[config.mk]
export PLATFORM = sky130hd
export DESIGN_NAME = audio_sample_scheduler
export DESIGN_NICKNAME = d
export VERILOG_FILES = /design/src/rtl/audio_pkg.sv /design/src/rtl/prio_arbiter.sv /design/src/rtl/audio_sample_scheduler.sv
export SDC_FILE = /design/constraint.sdc
export NUM_CORES = 1
export LEC_CHECK = 0
export ABC_AREA = 1
export CORE_AREA = 2 2 220 222
export CTS_CLUSTER_SIZE = 28
export DETAILED_ROUTE_END_ITERATION = 10
export DIE_AREA = 0 0 222 224
export DONT_BUFFER_PORTS = 1
export PLACE_DENSITY = 0.36
export SYNTH_ARGS = -nofsm -noshare
export SYNTH_HDL_FRONTEND = slang
export SYNTH_HIERARCHICAL = 1
export SYNTH_SLANG_ARGS = --single-unit
[constraint.sdc]
create_clock -name Clk -period 3.1 [get_ports Clk]
set_clock_uncertainty 0.1 [all_clocks]
set_input_delay 0.31 -clock Clk [delete_from_list [all_inputs] [get_ports Clk]]
set_output_delay 0.31 -clock Clk [all_outputs]
set_load 0.02 [all_outputs]
[src/rtl/audio_pkg.sv]
`default_nettype none
// ============================================================================
//  Module   : audio_pkg
//  Brief    : Shared types for the audio sample scheduler (FSM states,
//             sample word type and default sample width).
//  Revision : 1.0 - initial release
// ============================================================================
package audio_pkg;

    localparam int AUD_DATA_W = 16;

    typedef logic [AUD_DATA_W-1:0] sample_t;

    typedef enum logic [2:0] {
        IDLE     = 3'd0,
        ARMED    = 3'd1,
        INIT_REQ = 3'd2,
        STREAM   = 3'd3,
        ERROR    = 3'd4
    } sched_state_t;

endpackage
`default_nettype wire

[src/rtl/prio_arbiter.sv]
`default_nettype none
// ============================================================================
//  Module   : prio_arbiter
//  Brief    : Combinational fixed-priority arbiter. The highest set request
//             index wins; produces a one-hot grant, the winning index and a
//             flag telling whether any request was present.
//  Revision : 1.0 - initial release
// ============================================================================
module prio_arbiter #(
    parameter int N     = 15,
    parameter int IDX_W = (N > 1) ? $clog2(N) : 1
) (
    input  logic [N-1:0]     req_i,
    output logic [N-1:0]     gnt_o,
    output logic [IDX_W-1:0] idx_o,
    output logic             any_o
);

    // Scan upward so that a later (higher) set bit overrides earlier ones
    always_comb begin
        gnt_o = '0;
        idx_o = '0;
        any_o = 1'b0;
        for (int i = 0; i < N; i++) begin
            if (req_i[i]) begin
                gnt_o    = '0;
                gnt_o[i] = 1'b1;
                idx_o    = IDX_W'(i);
                any_o    = 1'b1;
            end
        end
    end

endmodule
`default_nettype wire

[src/rtl/audio_sample_scheduler.sv]
`default_nettype none
// ============================================================================
//  Module   : audio_sample_scheduler
//  Brief    : Runs the codec INIT/INIT_FINISH bring-up after a Run
//             press-and-release, then on every data_over rising edge grants
//             one requesting voice (highest index first) and registers its
//             L/R sample onto AUD_LDATA/AUD_RDATA.
//  Revision : 1.0 - initial release
// ============================================================================
module audio_sample_scheduler
    import audio_pkg::*;
#(
    parameter int NUM_VOICES   = 15,
    parameter int DATA_W       = AUD_DATA_W,
    parameter int INIT_TIMEOUT = 50_000_000,
    parameter int CNT_W        = 16,
    localparam int IDX_W       = (NUM_VOICES > 1) ? $clog2(NUM_VOICES) : 1
) (
    input  logic                         Clk,
    input  logic                         Reset,
    input  logic                         Run,
    input  logic [NUM_VOICES-1:0]        voice_req,
    input  logic [NUM_VOICES*DATA_W-1:0] voice_ldata,
    input  logic [NUM_VOICES*DATA_W-1:0] voice_rdata,
    output logic [NUM_VOICES-1:0]        voice_ack,
    output logic                         INIT,
    input  logic                         INIT_FINISH,
    input  logic                         data_over,
    output logic [DATA_W-1:0]            AUD_LDATA,
    output logic [DATA_W-1:0]            AUD_RDATA,
    output logic [IDX_W-1:0]             active_voice,
    output logic                         streaming,
    output logic                         init_err,
    output logic [CNT_W-1:0]             underrun_cnt
);

    localparam int              TO_W    = (INIT_TIMEOUT > 1) ? $clog2(INIT_TIMEOUT) : 1;
    localparam logic [TO_W-1:0] TO_LAST = TO_W'(INIT_TIMEOUT - 1);

    sched_state_t           state_q, state_d;
    logic [TO_W-1:0]        to_cnt_q, to_cnt_d;
    logic                   dov_q;
    logic [NUM_VOICES-1:0]  ack_q, ack_d;
    logic [DATA_W-1:0]      ldata_q, ldata_d;
    logic [DATA_W-1:0]      rdata_q, rdata_d;
    logic [IDX_W-1:0]       active_q, active_d;
    logic [CNT_W-1:0]       underrun_q, underrun_d;

    logic [NUM_VOICES-1:0]  w_gnt;
    logic [IDX_W-1:0]       w_idx;
    logic                   w_any;
    logic                   w_slot;
    logic [DATA_W-1:0]      w_sel_l;
    logic [DATA_W-1:0]      w_sel_r;

    prio_arbiter #(
        .N     (NUM_VOICES),
        .IDX_W (IDX_W)
    ) u_arb (
        .req_i (voice_req),
        .gnt_o (w_gnt),
        .idx_o (w_idx),
        .any_o (w_any)
    );

    // A sample slot is a data_over rising edge seen while streaming; dov_q
    // tracks data_over in every state so a level already high on entry is ignored.
    assign w_slot = data_over & ~dov_q & (state_q == STREAM);

    // Pick the granted voice's L/R words out of the packed sample buses
    always_comb begin
        w_sel_l = '0;
        w_sel_r = '0;
        for (int i = 0; i < NUM_VOICES; i++) begin
            if (w_gnt[i]) begin
                w_sel_l = voice_ldata[i*DATA_W +: DATA_W];
                w_sel_r = voice_rdata[i*DATA_W +: DATA_W];
            end
        end
    end

    // Bring-up sequencer next state and init timeout counter
    always_comb begin
        state_d  = state_q;
        to_cnt_d = to_cnt_q;
        case (state_q)
            IDLE: begin
                if (!Run) state_d = ARMED;
            end
            ARMED: begin
                to_cnt_d = '0;
                if (Run) state_d = INIT_REQ;
            end
            INIT_REQ: begin
                to_cnt_d = to_cnt_q + TO_W'(1);
                // A finish arriving in the timeout cycle still counts as success
                if (INIT_FINISH)               state_d = STREAM;
                else if (to_cnt_q == TO_LAST)  state_d = ERROR;
            end
            STREAM: begin
                state_d = STREAM;
            end
            ERROR: begin
                if (!Run) state_d = ARMED;
            end
            default: begin
                state_d = IDLE;
            end
        endcase
    end

    // Per-slot grant: load the winner's sample or zero-fill and count an underrun
    always_comb begin
        ack_d      = '0;
        ldata_d    = ldata_q;
        rdata_d    = rdata_q;
        active_d   = active_q;
        underrun_d = underrun_q;
        if (w_slot) begin
            if (w_any) begin
                ack_d    = w_gnt;
                ldata_d  = w_sel_l;
                rdata_d  = w_sel_r;
                active_d = w_idx;
            end else begin
                ldata_d = '0;
                rdata_d = '0;
                if (underrun_q != '1) underrun_d = underrun_q + CNT_W'(1);
            end
        end
    end

    // State and datapath registers with synchronous active-low reset
    always_ff @(posedge Clk) begin
        if (!Reset) begin
            state_q    <= IDLE;
            to_cnt_q   <= '0;
            dov_q      <= data_over;
            ack_q      <= '0;
            ldata_q    <= '0;
            rdata_q    <= '0;
            active_q   <= '0;
            underrun_q <= '0;
        end else begin
            state_q    <= state_d;
            to_cnt_q   <= to_cnt_d;
            dov_q      <= data_over;
            ack_q      <= ack_d;
            ldata_q    <= ldata_d;
            rdata_q    <= rdata_d;
            active_q   <= active_d;
            underrun_q <= underrun_d;
        end
    end

    assign INIT         = (state_q == INIT_REQ);
    assign streaming    = (state_q == STREAM);
    assign init_err     = (state_q == ERROR);
    assign voice_ack    = ack_q;
    assign AUD_LDATA    = ldata_q;
    assign AUD_RDATA    = rdata_q;
    assign active_voice = active_q;
    assign underrun_cnt = underrun_q;

endmodule
`default_nettype wire

# Yosys cells after proc, flatten, opt, wreduce, memory -nomap -nowiden
# Index checks and enable logic that the tools add are counted.
# word_totals
input_bits	500
reg_bits	97
out_inout_bits	70
# classes
add_sub_neg	2
n_mux	82
eq_ne	9
reduce_logical	7
bitwise_logic	4
# ops
operator	n
$mux W16	32
$pmux W26 S2	1
$mux W4	8
$mux W3	9
$add A26 B1 Y26 const B	1
$eq A26 B26 Y1 const B	1
$mux W1	17
$add A16 B1 Y16 const B	1
$ne A16 B16 Y1 const B	1
$mux W15	1
$mux W14	1
$mux W13	1
$mux W12	1
$pmux W3 S4	1
$mux W11	1
$mux W10	1
$mux W9	1
$reduce_and A3 Y1	3
$mux W8	1
$mux W7	1
$eq A3 B2 Y1 const B	2
$mux W2	3
$mux W6	1
$mux W5	1
10 further kinds	13

# Logic depth before layout (Yosys ltp)
# depth
word_depth	31
depth_mapped	28
ltp_nobuf	26

# Modules after synthesis
# Netlist, hierarchy kept.
# modules_own_cells
module	seq_area_each_um2	cells_per_inst	n_inst	area_per_inst_um2
audio_sample_scheduler	1941.9	1743	1	9044.9
prio_arbiter	0.0	67	1	341.6

# Worst setup path before layout
# No wires, ideal clock.
# synth_path
path_type	in2reg
start	in voice_req[11]
end	reg rdata_q[0] (netlist: AUD_RDATA[0])
n_path_buf	2
arrival_ns	2.226
slack_ns	0.642
setup_time_ns	0.132
cell_stages	28
cell_sequence	inv_2 nand2_2 nor2_4 nand2_4 clkinv_2 nand3_2 nor2_1 clkbuf_1 inv_1 buf_2 nor2_1 nor2_1 nand2_1 nand2_1 nand2_1 nand2_1 nand2_1 nand3_1 nand3_1 nand3_1 nand3_1 nand2_1 nand2_1 nand2_1 nand2_1 nand2_1 nand2_1 a21oi_1
# synth_via
word_cells_on_any_way	24
cone_classes	24 x mux
# synth_lines
element	line	text
from (decl)	audio_sample_scheduler.sv:22	input logic [NUM_VOICES-1:0] voice_req,
$mux W12	prio_arbiter.sv:25	if (req_i[i]) begin
$mux W13	prio_arbiter.sv:25	
$mux W14	prio_arbiter.sv:25	
$mux W15	prio_arbiter.sv:25	
named net w_gnt[2]	audio_sample_scheduler.sv:49	logic [NUM_VOICES-1:0] w_gnt;
$mux W16 (13 in series)	audio_sample_scheduler.sv:75	if (w_gnt[i]) begin
$mux W16	audio_sample_scheduler.sv:120	if (w_any) begin
to (signal assigned)	audio_sample_scheduler.sv:150	rdata_q <= rdata_d;
to (decl)	audio_sample_scheduler.sv:45	logic [DATA_W-1:0] rdata_q, rdata_d;
# The timed path passes the listed nets, and every way through them passes these cells.
# A chain may end at the register's enable or synchronous reset.

# Worst setup path in the final report
# layout_path
start	in voice_req[8]
end	reg ldata_q[8] (netlist: AUD_LDATA[8])
# layout_via
word_cells_on_any_way	30
cone_classes	30 x mux
# layout_lines
element	line	text
$mux W9	prio_arbiter.sv:25	
$mux W10	prio_arbiter.sv:25	
$mux W11	prio_arbiter.sv:25	
$mux W12	prio_arbiter.sv:25	
$mux W13	prio_arbiter.sv:25	
$mux W14	prio_arbiter.sv:25	
$mux W15	prio_arbiter.sv:25	
named net w_gnt[2]	audio_sample_scheduler.sv:49	
$mux W16 (13 in series)	audio_sample_scheduler.sv:75	
$mux W16	audio_sample_scheduler.sv:120	
to (signal assigned)	audio_sample_scheduler.sv:149	ldata_q <= ldata_d;
to (decl)	audio_sample_scheduler.sv:44	logic [DATA_W-1:0] ldata_q, ldata_d;
# The timed path passes the listed nets, and every way through them passes these cells.

==> results.txt <==
Most Crowded Layer GR - met2
reg2reg path depth - 13
clock share of power - 37.6%
CP endpoint kind - flip-flop
setup repair bufs after CTS - 0
flop2flop setup slack - 0.73 ns
drt first pass iters - 5
drt total wl - 51500 um
Synth Instances - 1810
setup violators final - 0
PortBufs - 0
IO Pins - 570
Synth-to-Final Area Change - 13.96%
Slew Viols, Final - 0
CP max stage cell - buf_4
Hold Crit Depth - 3
Final TNS setup - 0 ns
layout cells sized above 1 - 10.63%
Min-Delay Path Class - in -> reg
RR Endpoint - to_cnt_q[24]
Slew headroom - 28.17%
Worst Path Arrival - 2.89 ns
status - finished, final reports clean
cell taking the most area after synthesis - nand2_1
crit-path max cell delay - 0.36 ns
initial antenna violation count - 13
vias in the first global route - 11380
post-synthesis simple-gate area fraction - 57.69%
placed wire-length estimate - 41540 um
drt initial violations - 798
top_reg_cell synth - dfxtp_1
Final #Nets - 2265
Min-Delay Startpoint - INIT_FINISH
synth top area cells - nand2_1, dfxtp_1, nor2_1
Top cell by count, worst path - nand2_1
Int Power - 2.036 mW
Synth top area share - 24.67%
crit path kind - in -> reg
Peak supply drop - 0.1914 mV
Yosys cell types - 42
met2 GRT Util - 33.74%
GR Overflow Total - 0
leak pwr - 4.592 nW
FMAX - 373.3 MHz
Async SR Flop Fraction - 0%
Initial Util - 19.83%
Synthesized Nets - 2312
Seq/Total Area, Yosys - 20.69%
max_cap viols - 0
Reg power frac - 42.5%
min Tclk post-route - 2.679 ns
most common cell after layout, fill and taps aside - nand2_1
Synth Register Bits - 97
RSZ-0062 raised after global routing - no
Mapped Avg Cell Area - 5.186 sq um
hold_ws - 0.03558 ns
Setup crit start kind - input port
combinational family with the most area after synthesis - simple AND/OR/NAND/NOR gates
XOR/XNOR Fraction of Synth Area - 0%
Final Wtd Congestion - 0.9056
Sw Share - 35.00%
Die Y - 224 um
number of CTS-inserted buffers - 9
mean number of vias per cell - 4.815
routing usage on met1 - 24.55%
GRT met3 Usage - 6.152%
WHS Endpoint - state_q[2]
P_sw - 1.096 mW
worst endpoint required time - 3.31 ns
CTS Buffer Depth - 2
vias - 11500
most frequent cells in the layout - nand2_1, nor2_1, nand3_1, a21oi_1, dfxtp_1
reg2reg start - to_cnt_q[0]
final hold viol count - 0
Worst-Skew Late Latency - 0.38 ns
Core Region - 47350 sq um
first-pass GRT wire length - 74660 um
DR WL/cell - 21.56 um
largest net degree at the start of global routing - 60
Post-synth EDFFs - 0
clock-pin transition on the worst setup and hold timing paths - 0.08 ns
htree depth - 3
mapped cell area - 9387 sq um
number of core rows - 80
post-synthesis mux area share - 0%
clk sinks - 97
CP max FO - 32
Synth Area in Compound Gates - 12.05%
GRT Total Usage - 20.13%
Comb pwr share - 19.9%
Antenna Nets Post-Route - 0
yosys warns - 6
Final period util - 86.41%
die area - 49730 sq um
Residual DRC - 0
Post-Synth Adder-Cell Area - 0.2666%
Chip Width - 222 um
CTS tree - built
Pwr Density - 292.8 nW/um^2
Worst Max-Slew Pin Slew - 1.074 ns
root buffer cell - clkbuf_16
[cells in the mapped netlist (all sizes together), types with 2 or more instances]
| cell | number |
|---|---|
| a22oi | 2 |
| nor3 | 25 |
| dfxtp | 97 |
| or2 | 66 |
| a211oi | 9 |
| o21ai | 30 |
| a221oi | 2 |
| clkbuf | 85 |
| buf | 35 |
| nor2 | 329 |
| nand4 | 10 |
| and3 | 3 |
| nand3 | 203 |
| clkinv | 3 |
| nand2 | 625 |
| nor4 | 7 |
| a21oi | 165 |
| ha | 2 |
| a311oi | 2 |
| inv | 103 |
[critical path: cells and delay by family]
kind	cells	cell delay [ns]
AO/OA/AOI/OAI	2	0.17
buffers and inverters	3	0.50
AND/OR/NAND/NOR	21	1.89
[sequential cells by signal, indices dropped and copies added, names as in the netlist]
name          flops
AUD_LDATA        16
AUD_RDATA        16
active_voice      4
dov_q             1
state_q           3
to_cnt_q         26
underrun_cnt     16
voice_ack        15
[layer usage]
metal	vias to the layer above	part of all wire (%)	wire, um
met2	534	47	24190
met4	8	2.9	1478
met5	-	0.089	46
met1	5217	42	21540
li1	5663	-	-
met3	80	8.2	4246
[worst max-delay path by stage]
stage	slack (ns)	to	from	cells past startpoint
after detailed placement	-0.02	AUD_RDATA[1]	voice_req[8]	24
after global routing	0.14	AUD_LDATA[8]	voice_req[8]	26
after CTS	0.39	AUD_RDATA[1]	voice_req[8]	24
after floorplan	0.64	AUD_RDATA[0]	voice_req[11]	28
final	0.42	AUD_LDATA[8]	voice_req[8]	26
after global placement	-0.01	AUD_RDATA[1]	voice_req[8]	24
[repair_timing]
action	4_1_cts	5_1_grt
gates resized for setup	0	0
endpoints found under the hold margin	24	0
endpoints found under the setup margin	0	0
hold buffers	2	0
[area by class of cell]
type | count | area [sq um]
Tap cell | 615 | 769.5
Timing Repair Buffer | 62 | 658.1
Inverter | 106 | 401.6
Fill cell | 5656 | 36650
Multi-Input combinational cell | 1487 | 6621
Clock inverter | 6 | 50.05
Antenna cell | 6 | 15.01
Sequential cell | 97 | 1942
Clock buffer | 10 | 239.0
[power by group through the flow]
stage	Sequential (mW)	Clock [mW]	Combinational [mW]
6_report	1.33	1.18	0.623
5_1_grt	1.34	1.28	0.706
4_1_cts	1.33	1.25	0.630
3_5_place_dp	1.36	0	0.620
3_3_place_gp	1.36	0	0.620
2_1_floorplan	1.35	0	0.438
[kinds of logic (layout without fill, tap and decap cells)]
family | Yosys count | after routing
adder cells (fa/ha/maj) | 2 | 2
flip-flops | 97 | 97
AND/OR/NAND/NOR | 1270 | 1270
buffers and inverters | 226 | 184
AO/OA/AOI/OAI | 215 | 215
other | 0 | 6
[stage by stage]
step                      utilization (%)  instance area [sq um]  setup slack (ns)  instances  power [mW]
final                               22.59                  10700            0.4213       2389       3.132
after global routing                22.59                  10690            0.1435       2388       3.323
after CTS                           22.56                  10680            0.3946       2383       3.210
after detailed placement            21.91                  10370          -0.01557       2365       1.981
after global placement              21.91                  10370          -0.01061       2365       1.981
after floorplan                         -                   9387            0.6418       1810       1.790
No activity file was read; power rests on OpenSTA's default activity.
